$ cat config.mk
export PLATFORM = sky130hd
export DESIGN_NAME = morse_seq_detect
export DESIGN_NICKNAME = d
export VERILOG_FILES = /design/src/rtl/morse_seq_detect.sv
export SDC_FILE = /design/constraint.sdc
export NUM_CORES = 1
export LEC_CHECK = 0
export CORE_MARGIN = 2
export CORE_UTILIZATION = 52
export DETAILED_ROUTE_END_ITERATION = 16
export HOLD_SLACK_MARGIN = 0.03
export PLACE_DENSITY = 0.8
export SLEW_MARGIN = 10
export SYNTH_ARGS = -nofsm -noshare
export SYNTH_HDL_FRONTEND = slang
export SYNTH_SLANG_ARGS = --single-unit
$ cat constraint.sdc
create_clock -name clk -period 2.96 [get_ports clk]
set_input_delay 0.888 -clock clk [delete_from_list [all_inputs] [get_ports clk]]
set_output_delay 0.888 -clock clk [all_outputs]
set_load 0.02 [all_outputs]
$ cat src/rtl/morse_seq_detect.sv
// morse_seq_detect: classifies a sampled serial line into Morse dots, dashes and gaps.
// It decodes each letter into a code/length pair. A programmable A-B-A letter sequence
// is detected, which is SOS when A=S and B=O.
// Optional build macro MORSE_STATE_DBG_EN exposes the line FSM state as two extra outputs.

module morse_seq_detect #(
    parameter int unsigned DOT_MAX  = 1,
    parameter int unsigned DASH_MAX = 4,
    parameter int unsigned GAP_MIN  = 3,
    parameter int unsigned WORD_GAP = 7,
    parameter int unsigned MAX_SYM  = 5,
    parameter int unsigned CNT_W    = 4
) (
    input  logic                           clk,
    input  logic                           rst,
    input  logic                           in,
    input  logic [MAX_SYM-1:0]             pat_a_code,
    input  logic [$clog2(MAX_SYM+1)-1:0]   pat_a_len,
    input  logic [MAX_SYM-1:0]             pat_b_code,
    input  logic [$clog2(MAX_SYM+1)-1:0]   pat_b_len,
    output logic                           letter_valid,
    output logic [MAX_SYM-1:0]             letter_code,
    output logic [$clog2(MAX_SYM+1)-1:0]   letter_len,
    output logic                           match_a,
    output logic                           seq_hit,
    output logic                           err
`ifdef MORSE_STATE_DBG_EN
    ,
    output logic [1:0]                     current_state,
    output logic [1:0]                     next_state
`endif
);

    localparam int unsigned LEN_W = $clog2(MAX_SYM + 1);

    localparam logic [CNT_W-1:0] DotMax  = CNT_W'(DOT_MAX);
    localparam logic [CNT_W-1:0] DashMax = CNT_W'(DASH_MAX);
    localparam logic [CNT_W-1:0] GapMin  = CNT_W'(GAP_MIN);
    localparam logic [CNT_W-1:0] WordGap = CNT_W'(WORD_GAP);
    localparam logic [LEN_W-1:0] MaxSym  = LEN_W'(MAX_SYM);

    typedef enum logic [1:0] {
        StIdle  = 2'd0,
        StMark  = 2'd1,
        StSpace = 2'd2,
        StErr   = 2'd3
    } line_state_e;

    typedef enum logic [1:0] {
        TrkS0    = 2'd0,
        TrkGotA  = 2'd1,
        TrkGotAb = 2'd2
    } trk_state_e;

    line_state_e          state_q, state_d;
    trk_state_e           trk_q, trk_d;
    logic [CNT_W-1:0]     cnt_q, cnt_d, cnt_inc;
    logic [MAX_SYM-1:0]   code_q, code_d;
    logic [LEN_W-1:0]     len_q, len_d;

    logic                 emit;
    logic                 trk_clr;
    logic                 word_clr;
    logic                 is_a, is_b;
    logic                 hit_d;

    logic                 letter_valid_q, match_a_q, seq_hit_q, err_q;
    logic [MAX_SYM-1:0]   letter_code_q;
    logic [LEN_W-1:0]     letter_len_q;

    // A zero-length pattern is a disabled pattern and never matches.
    function automatic logic letter_eq(input logic [MAX_SYM-1:0] code,
                                       input logic [LEN_W-1:0]   len,
                                       input logic [MAX_SYM-1:0] pcode,
                                       input logic [LEN_W-1:0]   plen);
        return (plen != '0) && (len == plen) && (code == pcode);
    endfunction

    assign cnt_inc = (cnt_q == {CNT_W{1'b1}}) ? cnt_q : cnt_q + CNT_W'(1);
    assign is_a    = letter_eq(code_q, len_q, pat_a_code, pat_a_len);
    assign is_b    = letter_eq(code_q, len_q, pat_b_code, pat_b_len);

    // Line FSM next state: run counting, symbol buffering and letter emit.
    always_comb begin
        state_d = state_q;
        cnt_d   = cnt_q;
        code_d  = code_q;
        len_d   = len_q;
        emit    = 1'b0;
        trk_clr = 1'b0;
        unique case (state_q)
            StIdle: begin
                if (in) begin
                    state_d = StMark;
                    cnt_d   = CNT_W'(1);
                end else begin
                    cnt_d = cnt_inc;
                end
            end
            StMark: begin
                if (in) begin
                    cnt_d = cnt_inc;
                    if (cnt_inc > DashMax) begin
                        state_d = StErr;
                        cnt_d   = '0;
                        code_d  = '0;
                        len_d   = '0;
                        trk_clr = 1'b1;
                    end
                end else if (len_q == MaxSym) begin
                    // Buffer full: this mark would be one symbol too many.
                    state_d = StErr;
                    cnt_d   = '0;
                    code_d  = '0;
                    len_d   = '0;
                    trk_clr = 1'b1;
                end else begin
                    code_d  = code_q | (MAX_SYM'(cnt_q > DotMax) << len_q);
                    len_d   = len_q + LEN_W'(1);
                    state_d = StSpace;
                    cnt_d   = CNT_W'(1);
                end
            end
            StSpace: begin
                if (in) begin
                    state_d = StMark;
                    cnt_d   = CNT_W'(1);
                end else begin
                    cnt_d = cnt_inc;
                    if (cnt_inc == GapMin) begin
                        emit    = 1'b1;
                        code_d  = '0;
                        len_d   = '0;
                        state_d = StIdle;
                    end
                end
            end
            StErr: begin
                // Counts only zeros sampled while in error; any mark restarts the count.
                if (in) begin
                    cnt_d = '0;
                end else begin
                    cnt_d = cnt_inc;
                    if (cnt_inc == GapMin) begin
                        state_d = StIdle;
                    end
                end
            end
            default: state_d = StIdle;
        endcase
    end

    // Word gap: the zero count reaches WORD_GAP while idle (or on the emit edge itself).
    assign word_clr = !in && (cnt_inc == WordGap) && ((state_q == StIdle) || emit);

    // Sequence tracker next state; the letter is applied before any word-gap clear.
    always_comb begin
        trk_d = trk_q;
        hit_d = 1'b0;
        if (emit) begin
            unique case (trk_q)
                TrkS0:    trk_d = is_a ? TrkGotA : TrkS0;
                TrkGotA: begin
                    if (is_b)      trk_d = TrkGotAb;
                    else if (is_a) trk_d = TrkGotA;
                    else           trk_d = TrkS0;
                end
                TrkGotAb: begin
                    hit_d = is_a;
                    trk_d = is_a ? TrkGotA : TrkS0;
                end
                default:  trk_d = TrkS0;
            endcase
        end
        if (word_clr || trk_clr) begin
            trk_d = TrkS0;
        end
    end

    // State, counter and symbol buffer registers.
    always_ff @(posedge clk or negedge rst) begin
        if (!rst) begin
            state_q <= StIdle;
            trk_q   <= TrkS0;
            cnt_q   <= '0;
            code_q  <= '0;
            len_q   <= '0;
        end else begin
            state_q <= state_d;
            trk_q   <= trk_d;
            cnt_q   <= cnt_d;
            code_q  <= code_d;
            len_q   <= len_d;
        end
    end

    // Registered outputs; letter code/length hold between emits.
    always_ff @(posedge clk or negedge rst) begin
        if (!rst) begin
            letter_valid_q <= 1'b0;
            letter_code_q  <= '0;
            letter_len_q   <= '0;
            match_a_q      <= 1'b0;
            seq_hit_q      <= 1'b0;
            err_q          <= 1'b0;
        end else begin
            letter_valid_q <= emit;
            match_a_q      <= emit && is_a;
            seq_hit_q      <= hit_d;
            err_q          <= (state_d == StErr);
            if (emit) begin
                letter_code_q <= code_q;
                letter_len_q  <= len_q;
            end
        end
    end

    assign letter_valid = letter_valid_q;
    assign letter_code  = letter_code_q;
    assign letter_len   = letter_len_q;
    assign match_a      = match_a_q;
    assign seq_hit      = seq_hit_q;
    assign err          = err_q;

`ifdef MORSE_STATE_DBG_EN
    assign current_state = state_q;
    assign next_state    = state_d;
`endif

endmodule

==> flow_summary.rst, run 1 <==
.. list-table::
   :header-rows: 1

   * - Metric
     - Value
   * - Clk_lat worst skew
     - 0.34 ns
   * - Number of failing hold endpoints at the final stage
     - 0
   * - Diodes inserted
     - 0
   * - Normalized max-slew margin
     - 0.595
   * - Detailed-route vias per instance
     - about 5.7
   * - Placed instance count
     - around 250
   * - Root buf cell
     - clkbuf_4
   * - Placed wire-length estimate after detailed placement
     - about 2800 µm
   * - Top flip-flop cell by instance count after synthesis
     - dfrtp_1
   * - Endpoint type of the worst setup path
     - register
   * - Syn Nets
     - 200
   * - I/O pins
     - 31
   * - FF+latch count, synth
     - 28
   * - Cell depth of the worst flop-to-flop path
     - 9
   * - Post-synth EDFFs
     - 0
   * - Area contributors post-synth
     - dfrtp_1 (42%), xnor2_1 (8.4%), nand2_1 (6.1%), nor2_1 (2.9%), a21oi_1 (2.4%)
   * - Type of the worst setup path
     - input port to register
   * - Required time reported for the critical path endpoint
     - 3.20 ns
   * - Initial Util
     - 0.548
   * - Post-layout nets
     - 229
   * - Uppermost metal layer occupied by signal nets
     - met4
   * - DR vias
     - 1422
   * - Crit path max-delay cell type
     - clkdlybuf4s50_1
   * - Share of the yosys chip area belonging to registers
     - 0.419
   * - Cell variety after synth
     - 42
   * - Final min period
     - 2.36 ns
   * - Fin. max-slew vios
     - 0
   * - Measured slew at the worst slew-check pin
     - between 0.6 and 0.7 ns
   * - Final count of negative-setup-slack endpoints
     - 0
   * - Number of warnings reported in the yosys synthesis log
     - 0
   * - Capture instance of the worst register-to-register path
     - len_q[1]
   * - Final cell count without fillers
     - 250
   * - Length of routed met3 wiring
     - slightly below 200 µm
   * - Hold Crit Class
     - register to register
   * - Register area
     - 701 µm²
   * - Clock tree buffer depth
     - 2
   * - Number of core rows
     - 20
   * - Highest Clock Rate
     - 0.424 GHz
   * - H-tree levels
     - 1
   * - Worst EP arrival
     - 2.59 ns
   * - Layout cell share with drive strength beyond 1
     - 0.0922
   * - Average wire per standard cell
     - 14.7 µm
   * - Worst Setup Start Kind
     - input port
   * - Startpoint of the most critical hold path
     - letter_code[4]
   * - Number of cells on the worst hold path
     - 2
   * - Setup repair after global routing missed its margin
     - no
   * - Post-CTS sizing
     - 0
   * - # Post-CTS Setup Buffers
     - 0
   * - Placeable core region
     - slightly above 0.003 mm²
   * - Post-detailed-routing wire length
     - 3660 µm
   * - Height of the die
     - around 61 µm
   * - Worst Hold Path EP
     - letter_code[4]
   * - Remaining global-route overflow
     - 0
   * - Sum of negative setup slack
     - 0 ns
   * - Largest fanout on the critical path
     - 10
   * - Instance count of the mapped netlist
     - roughly 180
   * - Status
     - finished clean
   * - TritonRoute pass-1 iters
     - 4
   * - Place WS
     - 0.214 ns
   * - Ys async rst share
     - 1.00
   * - Total CTS buffers
     - 3
   * - Post-detailed-route DRC marker count
     - 0
   * - Total clock sinks
     - 28
   * - Overall die width
     - 60.7 µm
   * - Cells along the critical path
     - clkdlybuf4s50_1, nor4b_4, nand3_2, buf_4, inv_2, nor2_1, o31ai_1, a21oi_1
   * - Worst hold-check slack
     - around 0.50 ns
   * - Number of antenna violations at the first check in global routing
     - 0
   * - Wire length on met2
     - 1770 µm
   * - Max-cap violations
     - 0
   * - Area share of the largest cell type after synthesis
     - 0.419
   * - Combined area of all synthesized cells
     - about 0.0017 mm²
   * - Maximum number of pins on one net before global-route repair
     - 29
   * - TritonCTS clock tree
     - yes
   * - Clock transition at path regs
     - between 0.15 and 0.2 ns
   * - Post-route fraction of the period consumed by the critical path
     - 0.797
   * - Worst voltage drop across the vdd grid
     - 0.466 mV
   * - Area used by multi-input combinational logic
     - about 900 µm²
   * - Antenna Violating Nets Remaining
     - 0
   * - Layout Area Growth over Synthesis
     - 23.1%
   * - Average cell area after synthesis
     - 9.39 µm²
   * - Final-layout fill cell count
     - 255
   * - Routability congestion estimate from global placement
     - 0.849
   * - Most area-hungry cell type in the Yosys netlist
     - dfrtp_1
   * - Flop2flop setup slack
     - approximately 0.64 ns
   * - IO buf count
     - 30
   * - Max Clock Skew
     - between 0.01 and 0.015 ns
   * - Met1 Routed Length
     - 1650 µm
   * - GRT Util Overall
     - 0.224
   * - Post-layout worst setup margin
     - 0.602 ns
   * - CP max stage delay
     - 0.45 ns
   * - Die area
     - 0.00368 mm²
   * - Global-route wire length before repair
     - 6160 µm
   * - Via count of the first global-routing pass
     - 1375
   * - Ratio of total power to cell area
     - 830 mW/mm²
   * - Static leakage
     - 0.832 nW
   * - Violation count after the first detailed-routing iteration
     - 57
   * - Startpoint of the most critical register-to-register path
     - cnt_q[0]
   * - Share of the core filled with cells
     - 0.674
   * - CTS Hold Bufs
     - 0
[worst max-delay path: cells and delay by family]
| kind | cells | cell delay (ns) |
|---|---|---|
| buffers and inverters | 3 | 0.82 |
| AND/OR/NAND/NOR | 3 | 0.59 |
| AO/OA/AOI/OAI | 2 | 0.30 |
[how the worst max path moves through the flow]
stage          cells past startpoint  slack [ns]     start  endpoint
2_1_floorplan                      5        0.86        in  trk_q[1]
3_3_place_gp                       8        0.28        in  len_q[1]
3_5_place_dp                       8        0.21        in  len_q[1]
4_1_cts                            8        0.59        in  len_q[1]
5_1_grt                            7        0.43  cnt_q[0]  trk_q[0]
6_report                           8        0.60        in  len_q[1]
[per-layer routing]
metal  vias to the layer above  GRT usage
met4                         0     0.0590
met1                       685      0.314
met2                        44      0.370
li1                        688          -
met3                         5     0.0277
met5                         -          0
[placed cells by master, fill, tap and decap left out, drive strengths merged, types with 3 or more instances in the layout]
| cell type | n |
|---|---|
| a21oi | 8 |
| a221oi | 4 |
| buf | 4 |
| clkbuf | 3 |
| clkdlybuf4s50 | 30 |
| dfrtp | 28 |
| ha | 3 |
| inv | 6 |
| nand2 | 27 |
| nand3 | 6 |
| nand4 | 3 |
| nor2 | 13 |
| nor2b | 3 |
| nor3 | 9 |
| nor4 | 4 |
| o21ai | 8 |
| o31ai | 5 |
| xnor2 | 16 |
[cells in the mapped netlist, drive strengths merged (3+ instances only)]
master / count
nor2b: 3
nand2: 27
ha: 3
buf: 6
o21ai: 8
xnor2: 16
a221oi: 4
dfrtp: 28
nand3: 6
o31ai: 5
nor4: 4
inv: 6
clkbuf: 4
nor3: 9
nor2: 13
a21oi: 8
nand4: 3
[stage by stage]
step	instance area, µm²	total power [mW]
after detailed placement	2010	1.46
after floorplan	1670	1.23
final	2060	1.71
after CTS	2060	1.71
after global placement	2010	1.43
after global routing	2060	1.83
[state kept, by name (all words and copies together), names as in the netlist]
name	flops
code_q	5
letter_code	5
cnt_q	4
len_q	3
letter_len	3
state_q	2
trk_q	2
err	1
letter_valid	1
match_a	1
seq_hit	1
[cell type report]
type / instances / area share
timing repair buffer: 34 / 0.160
clock inverter: 1 / 0.0146
tap: 44 / 0.0267
sequential: 28 / 0.340
inverter: 6 / 0.0109
clock buffer: 3 / 0.0109
multi-input combinational: 134 / 0.436
[report_power, final]
part | internal, mW | switching, mW | total, mW
clock network | 0.137 | 0.117 | 0.254
logic | 0.359 | 0.437 | 0.796
registers | 0.487 | 0.172 | 0.659
total | 0.983 | 0.726 | 1.71
[kinds of logic after synthesis]
logic type	Yosys count	share of synthesized area
compound gates	40	0.187
xor+xnor	16	0.0838
fa+ha+maj	3	0.0225
buf+inv	16	0.0442
flops	28	0.419
mux	2	0.0142
simple gates	73	0.229
(Power assumes the default switching activity.)
==> run 2, diff against run 1 <==
- CORE_UTILIZATION: 52 -> 47
- PLACE_DENSITY: 0.8 -> 0.76
- clock period: 2.96 -> 2.1 ns (I/O delays scaled with it)
==> flow_summary.rst, run 2 (synthesis results as in run 1) <==
.. list-table::
   :header-rows: 1

   * - Metric
     - Value
   * - Height of the die
     - 63.6 µm (+4.8%)
   * - Highest Clock Rate
     - 0.504 GHz
   * - Worst Setup Start Kind
     - register
   * - Average wire per standard cell
     - 15.8 µm (+7.5%)
   * - Required time reported for the critical path endpoint
     - 2.35 ns (-0.85 ns)
   * - Cell-internal power
     - 1.46 mW (+49%)
   * - Diodes inserted
     - 0 (unchanged)
   * - Initial Util
     - 0.497 (-0.0505)
   * - Total clock sinks
     - 28 (unchanged)
   * - Number of core rows
     - 21 (+5.0%)
   * - Clock transition at path regs
     - 0.15 ns (about the same)
   * - Max-cap violations
     - 0 (unchanged)
   * - Worst voltage drop across the vdd grid
     - 0.574 mV (+23%)
   * - Total placed instance area
     - 0.00205 mm² (+2.4%)
   * - Final min period
     - 1.98 ns
   * - Routability congestion estimate from global placement
     - 0.816 (-3.9%)
   * - Status
     - finished clean
   * - Maximum number of pins on one net before global-route repair
     - 29 (unchanged)
   * - Design area
     - 0.00221 mm² (+7.5%)
   * - Net Sw Power
     - 1.12 mW (+54%)
   * - Final count of negative-setup-slack endpoints
     - 0 (unchanged)
   * - Worst EP arrival
     - 2.23 ns (-0.36 ns)
   * - Via count of the first global-routing pass
     - 1564 (+14%)
   * - Normalized max-slew margin
     - 0.575 (-0.0193)
   * - Clk network pwr share
     - 0.104 (-0.045)
   * - Die area
     - 0.00405 mm² (+9.9%)
   * - H-tree levels
     - 1 (unchanged)
   * - Layout Area Growth over Synthesis
     - 32.3%
   * - Overall die width
     - 63.6 µm (+4.8%)
   * - Fraction of power spent switching nets
     - 0.434 (+0.00898)
   * - Power share of the combinational group
     - 0.545 (+0.079)
   * - Worst hold-check slack
     - 0.497 ns (-0.00170 ns)
   * - Measured slew at the worst slew-check pin
     - 0.636 ns (+0.0288 ns)
   * - Layout cell share with drive strength beyond 1
     - 0.179 (+0.0867)
   * - Fin. max-slew vios
     - 0 (unchanged)
   * - I/O pins
     - 31 (unchanged)
   * - Top library cells by usage in the layout, fill and taps aside
     - clkdlybuf4s50_1 (29), dfrtp_1 (28), nand2_1 (27)
   * - Relative contribution of sequential cells to total power
     - 0.352 (-0.034)
   * - Post-detailed-routing wire length
     - 4160 µm (+14%)
   * - TritonRoute pass-1 iters
     - 4 (unchanged)
   * - Clock tree buffer depth
     - 2 (unchanged)
   * - Clk_lat worst skew
     - 0.34 ns (about the same)
   * - Global-route wire length before repair
     - 7200 µm (+17%)
   * - Post-layout nets
     - 241 (+5.2%)
   * - Number of failing hold endpoints at the final stage
     - 0 (unchanged)
   * - Placeable core region
     - 0.00336 mm² (+10%)
   * - Antenna Violating Nets Remaining
     - 0 (unchanged)
   * - Violation count after the first detailed-routing iteration
     - 75 (+32%)
   * - Share of the core filled with cells
     - 0.658 (-0.0164)
   * - Largest fanout on the critical path
     - 5 (-5)
   * - Root buf cell
     - clkbuf_4
   * - CTS Hold Bufs
     - 0 (unchanged)
   * - Detailed-route vias per instance
     - 5.78 (+1.7%)
   * - Final-layout fill cell count
     - 295 (+16%)
   * - Remaining global-route overflow
     - 0 (unchanged)
   * - Type of the worst setup path
     - register to register
   * - Ratio of total power to cell area
     - 1170 mW/mm² (+41%)
   * - IO buf count
     - 30 (unchanged)
   * - Endpoint type of the worst setup path
     - register
   * - Static leakage
     - 0.903 nW (+8.5%)
   * - Number of antenna violations at the first check in global routing
     - 0 (unchanged)
   * - DR vias
     - 1527 (+7.4%)
   * - Most common cell after layout, fill and taps aside
     - clkdlybuf4s50_1
   * - GRT Util Overall
     - 0.226 (+0.00254)
   * - Placed wire-length estimate after detailed placement
     - 3070 µm (+9.5%)
   * - Hold Crit Class
     - register to register
   * - Post-detailed-route DRC marker count
     - 0 (unchanged)
   * - Post-route fraction of the period consumed by the critical path
     - 0.944
   * - Max Clock Skew
     - 0.00325 ns (-0.00773 ns)
   * - TritonCTS clock tree
     - yes
   * - Total CTS buffers
     - 3 (unchanged)
==> run 2: cell count changes in the layout (fill, tap and decap cells not counted), sizes merged <==
cell | before | now
buf | 4 | 16
bufinv | 1 | 0
clkbuf | 3 | 4
clkdlybuf4s50 | 30 | 29
clkinv | 0 | 1
dlymetal6s2s | 0 | 1
inv | 6 | 5
==> run 2: worst paths after layout <==
| kind | start | end | slack [ns] | cells after the start |
|---|---|---|---|---|
| min | letter_code[4] | letter_code[4] | 0.50 | 2 |
| max | cnt_q[0] | len_q[2] | 0.12 | 6 |
| max in group asynchronous | rst | code_q[1] | 1.19 | 2 |
| min in group asynchronous | rst | letter_valid | 0.66 | 2 |
| max reg2reg | cnt_q[0] | len_q[2] | 0.12 | 6 |
| min reg2reg | letter_code[4] | letter_code[4] | 0.50 | 2 |
==> run 2: repair_timing <==
action / in CTS / in global routing
setup endpoints to repair: 4 / 7
pin swaps: 2 / 6
endpoints found under the hold margin: 0 / 0
gates resized for setup: 1 / 17
setup buffers: 3 / 3
==> run 2: power by group through the flow <==
stage | Combinational (mW) | Sequential (mW) | Clock, mW
2_1_floorplan | 0.850 | 0.879 | 0
3_3_place_gp | 1.16 | 0.912 | 0
3_5_place_dp | 1.20 | 0.916 | 0
4_1_cts | 1.27 | 0.897 | 0.271
5_1_grt | 1.54 | 0.935 | 0.293
6_report | 1.41 | 0.908 | 0.268
==> run 2: metrics by stage <==
stage	setup slack, ns	total power [mW]	setup TNS, ns	instances
after global routing	-0.000958	2.77	-0.000958	264
final	0.117	2.58	0	264
after floorplan	0.0484	1.73	0	178
after global placement	-0.252	2.07	-2.74	254
after detailed placement	-0.351	2.12	-3.73	254
after CTS	0.00630	2.43	0	261
==> run 2: metal layers <==
| layer | part of all wire | GRT usage | vias to the layer above |
|---|---|---|---|
| li1 | - | - | 715 |
| met1 | 0.43 | 0.285 | 739 |
| met2 | 0.50 | 0.376 | 62 |
| met3 | 0.050 | 0.0411 | 11 |
| met4 | 0.022 | 0.103 | 0 |
| met5 | 0 | 0 | - |
==> run 2: layout make-up <==
type	instances	area, µm²	area share
inverter	6	27.5	0.0124
multi-input combinational	134	956	0.432
clock buffer	4	36.3	0.0164
timing repair buffer	46	434	0.196
tap	46	57.6	0.0260
sequential	28	701	0.317
==> run 2: worst max-delay path: stages, from the launching register on <==
cell      delay [ns]
dfrtp_1         0.45
ha_2            0.27
nand2_1         0.10
nor3b_4         0.19
o311ai_2        0.45
o211ai_1        0.15
a31o_2          0.28
==> run 3, diff against run 2 <==
- CORE_UTILIZATION: 47 -> 35
- PLACE_DENSITY: 0.76 -> unset
==> flow_summary.rst, run 3 (synthesis results as in run 1) <==
.. list-table::
   :header-rows: 1

   * - Metric
     - Value
   * - Via count of the first global-routing pass
     - 1361 (-13%)
   * - Clk_lat worst skew
     - 0.27 ns (-0.07 ns)
   * - Status
     - finished clean
   * - Post-layout worst setup margin
     - 0.108 ns (-0.00924 ns)
   * - Net Sw Power
     - 1.06 mW (-5.2%)
   * - Register area
     - 701 µm² (unchanged)
   * - TritonRoute pass-1 iters
     - 4 (unchanged)
   * - Total CTS buffers
     - 3 (unchanged)
   * - Routability congestion estimate from global placement
     - 0.834 (+2.2%)
   * - Placeable core region
     - 0.00466 mm² (+39%)
   * - TritonCTS clock tree
     - yes
   * - Number of failing hold endpoints at the final stage
     - 0 (unchanged)
   * - Top library cells by usage in the layout, fill and taps aside
     - clkdlybuf4s50_1 (29), dfrtp_1 (28), nand2_1 (27)
   * - Post-detailed-route DRC marker count
     - 0 (unchanged)
   * - Cell-internal power
     - 1.45 mW (-0.80%)
   * - Largest fanout on the critical path
     - 2 (-3)
   * - Area used by multi-input combinational logic
     - 940 µm² (-1.7%)
   * - Cells along the critical path
     - clkdlybuf4s50_1, xnor2_1, nand4_1, a211o_1, or3_4, a211oi_2
   * - Final-layout fill cell count
     - 446 (+51%)
   * - Worst voltage drop across the vdd grid
     - 0.558 mV (-2.9%)
   * - Initial Util
     - 0.359 (-0.138)
   * - Place WS
     - -0.347 ns (+0.00482 ns)
   * - I/O pins
     - 31 (unchanged)
   * - Global-route wire length before repair
     - 6710 µm (-6.8%)
   * - Fraction of power spent switching nets
     - 0.423 (-0.0112)
   * - Clock tree buffer depth
     - 2 (unchanged)
   * - Share of the core filled with cells
     - 0.470 (-0.188)
   * - Startpoint of the most critical register-to-register path
     - cnt_q[0]
   * - Post-route fraction of the period consumed by the critical path
     - 0.948 (+0.00440)
   * - Sum of negative setup slack
     - 0 ns (unchanged)
   * - Final total power
     - 2.51 mW (-2.7%)
   * - Relative contribution of sequential cells to total power
     - 0.357 (+0.005)
   * - Highest Clock Rate
     - 0.502 GHz (-0.46%)
   * - Die area
     - 0.00535 mm² (+32%)
   * - Worst hold-check slack
     - 0.481 ns (-0.0157 ns)
   * - Overall die width
     - 73.1 µm (+15%)
   * - Maximum number of pins on one net before global-route repair
     - 29 (unchanged)
   * - Height of the die
     - 73.1 µm (+15%)
   * - GRT Util Overall
     - 0.160 (-0.0665)
   * - Placed wire-length estimate after detailed placement
     - 2870 µm (-6.3%)
   * - Final min period
     - 1.99 ns (+0.00924 ns)
   * - Endpoint type of the worst setup path
     - register
   * - Total clock sinks
     - 28 (unchanged)
   * - Static leakage
     - 0.895 nW (-0.87%)
   * - Number of antenna violations at the first check in global routing
     - 0 (unchanged)
   * - Average wire per standard cell
     - 14.3 µm (-9.2%)
   * - Clk network pwr share
     - 0.132 (+0.028)
   * - Antenna Violating Nets Remaining
     - 0 (unchanged)
   * - Number of core rows
     - 25 (+19%)
   * - Worst Setup Start Kind
     - input port
   * - Type of the worst setup path
     - input port to register
   * - Layout Area Growth over Synthesis
     - 31.0%
   * - Violation count after the first detailed-routing iteration
     - 85 (+13%)
   * - Root buf cell
     - clkbuf_8
   * - Max-cap violations
     - 0 (unchanged)
   * - CP startpoint
     - pat_b_code[2]
   * - Layout cell share with drive strength beyond 1
     - 0.149 (-0.0301)
   * - DR vias
     - 1402 (-8.2%)
   * - Normalized max-slew margin
     - 0.628 (+0.0528)
   * - Remaining global-route overflow
     - 0 (unchanged)
   * - Fin. max-slew vios
     - 0 (unchanged)
   * - Post-detailed-routing wire length
     - 3850 µm (-7.5%)
   * - Detailed-route vias per instance
     - 5.21 (-9.9%)
   * - Ratio of total power to cell area
     - 1150 mW/mm² (-1.7%)
   * - Startpoint of the most critical hold path
     - letter_code[4]
   * - Most common cell after layout, fill and taps aside
     - clkdlybuf4s50_1
   * - Power share of the combinational group
     - 0.511 (-0.034)
   * - Post-layout nets
     - 238 (-1.2%)
   * - Final count of negative-setup-slack endpoints
     - 0 (unchanged)
   * - H-tree levels
     - 1 (unchanged)
   * - Hold Crit Class
     - register to register
   * - Crit path max-delay cell type
     - clkdlybuf4s50_1
   * - Setup repair after global routing missed its margin
     - yes
   * - Max Clock Skew
     - 0.00381 ns (+0.000558 ns)
   * - Worst EP arrival
     - 2.19 ns (-0.04 ns)
   * - Measured slew at the worst slew-check pin
     - 0.557 ns (-0.0791 ns)
   * - CP max stage delay
     - 0.48 ns (+0.03 ns)
   * - Diodes inserted
     - 0 (unchanged)
   * - IO buf count
     - 30 (unchanged)
   * - Required time reported for the critical path endpoint
     - 2.30 ns (-0.05 ns)
   * - Clock transition at path regs
     - 0.09 ns (-0.06 ns)
==> run 3: changes by cell type in the layout (fill, tap and decap cells not counted), moves of 2 or more <==
cell / before / now
buf_4: 14 / 12
inv_1: 3 / 5
clkbuf_8: 1 / 4
clkbuf_4: 3 / 0
==> run 3: layout make-up <==
| cell class | count | area share |
|---|---|---|
| well taps | 54 | 0.0309 |
| repair buffers | 43 | 0.185 |
| flip-flops and latches | 28 | 0.320 |
| multi-input cells | 134 | 0.429 |
| clock buffers | 4 | 0.0251 |
| inverters | 6 | 0.0103 |
==> run 3: layer usage <==
| layer | global-route usage | vias up | share of wire |
|---|---|---|---|
| met4 | 0.0473 | 0 | 0.023 |
| met2 | 0.240 | 38 | 0.44 |
| met1 | 0.228 | 645 | 0.49 |
| met3 | 0.0387 | 11 | 0.049 |
| met5 | 0 | - | 0 |
| li1 | - | 708 | - |
==> run 3: through the flow <==
step / cell area (µm²) / cells
after global placement: 2070 / 263
final: 2190 / 269
after detailed placement: 2070 / 263
after floorplan: 1670 / 178
after CTS: 2140 / 267
after global routing: 2190 / 269
==> run 3: power groups by stage <==
| stage | clock [mW] | sequential [mW] | combinational (mW) |
|---|---|---|---|
| after global placement | 0 | 0.911 | 1.21 |
| after detailed placement | 0 | 0.907 | 1.22 |
| final | 0.333 | 0.897 | 1.28 |
| after global routing | 0.377 | 0.930 | 1.42 |
| after CTS | 0.349 | 0.897 | 1.24 |
| after floorplan | 0 | 0.879 | 0.850 |
==> run 3: path summary, 6_finish.rpt <==
| kind | to | slack, ns | cells past startpoint |
|---|---|---|---|
| min in group asynchronous | letter_code[2] | 0.72 | 2 |
| worst max-delay path | trk_q[1] | 0.11 | 6 |
| worst max register to register | len_q[1] | 0.13 | 9 |
| worst min register to register | letter_code[4] | 0.48 | 2 |
| worst min-delay path | letter_code[4] | 0.48 | 2 |
| max in group asynchronous | trk_q[0] | 1.12 | 2 |
==> run 3: what timing repair did <==
action	in CTS	in global routing
gates resized for setup	3	6
setup buffers	0	2
setup endpoints to repair	4	11
hold buffers	0	0
pin swaps	3	2
==> run 3: critical path: cells and delay by family <==
kind | cells | cell delay [ns]
AO/OA/AOI/OAI | 2 | 0.49
buffers and inverters | 1 | 0.48
AND/OR/NAND/NOR | 2 | 0.47
XOR/XNOR | 1 | 0.12
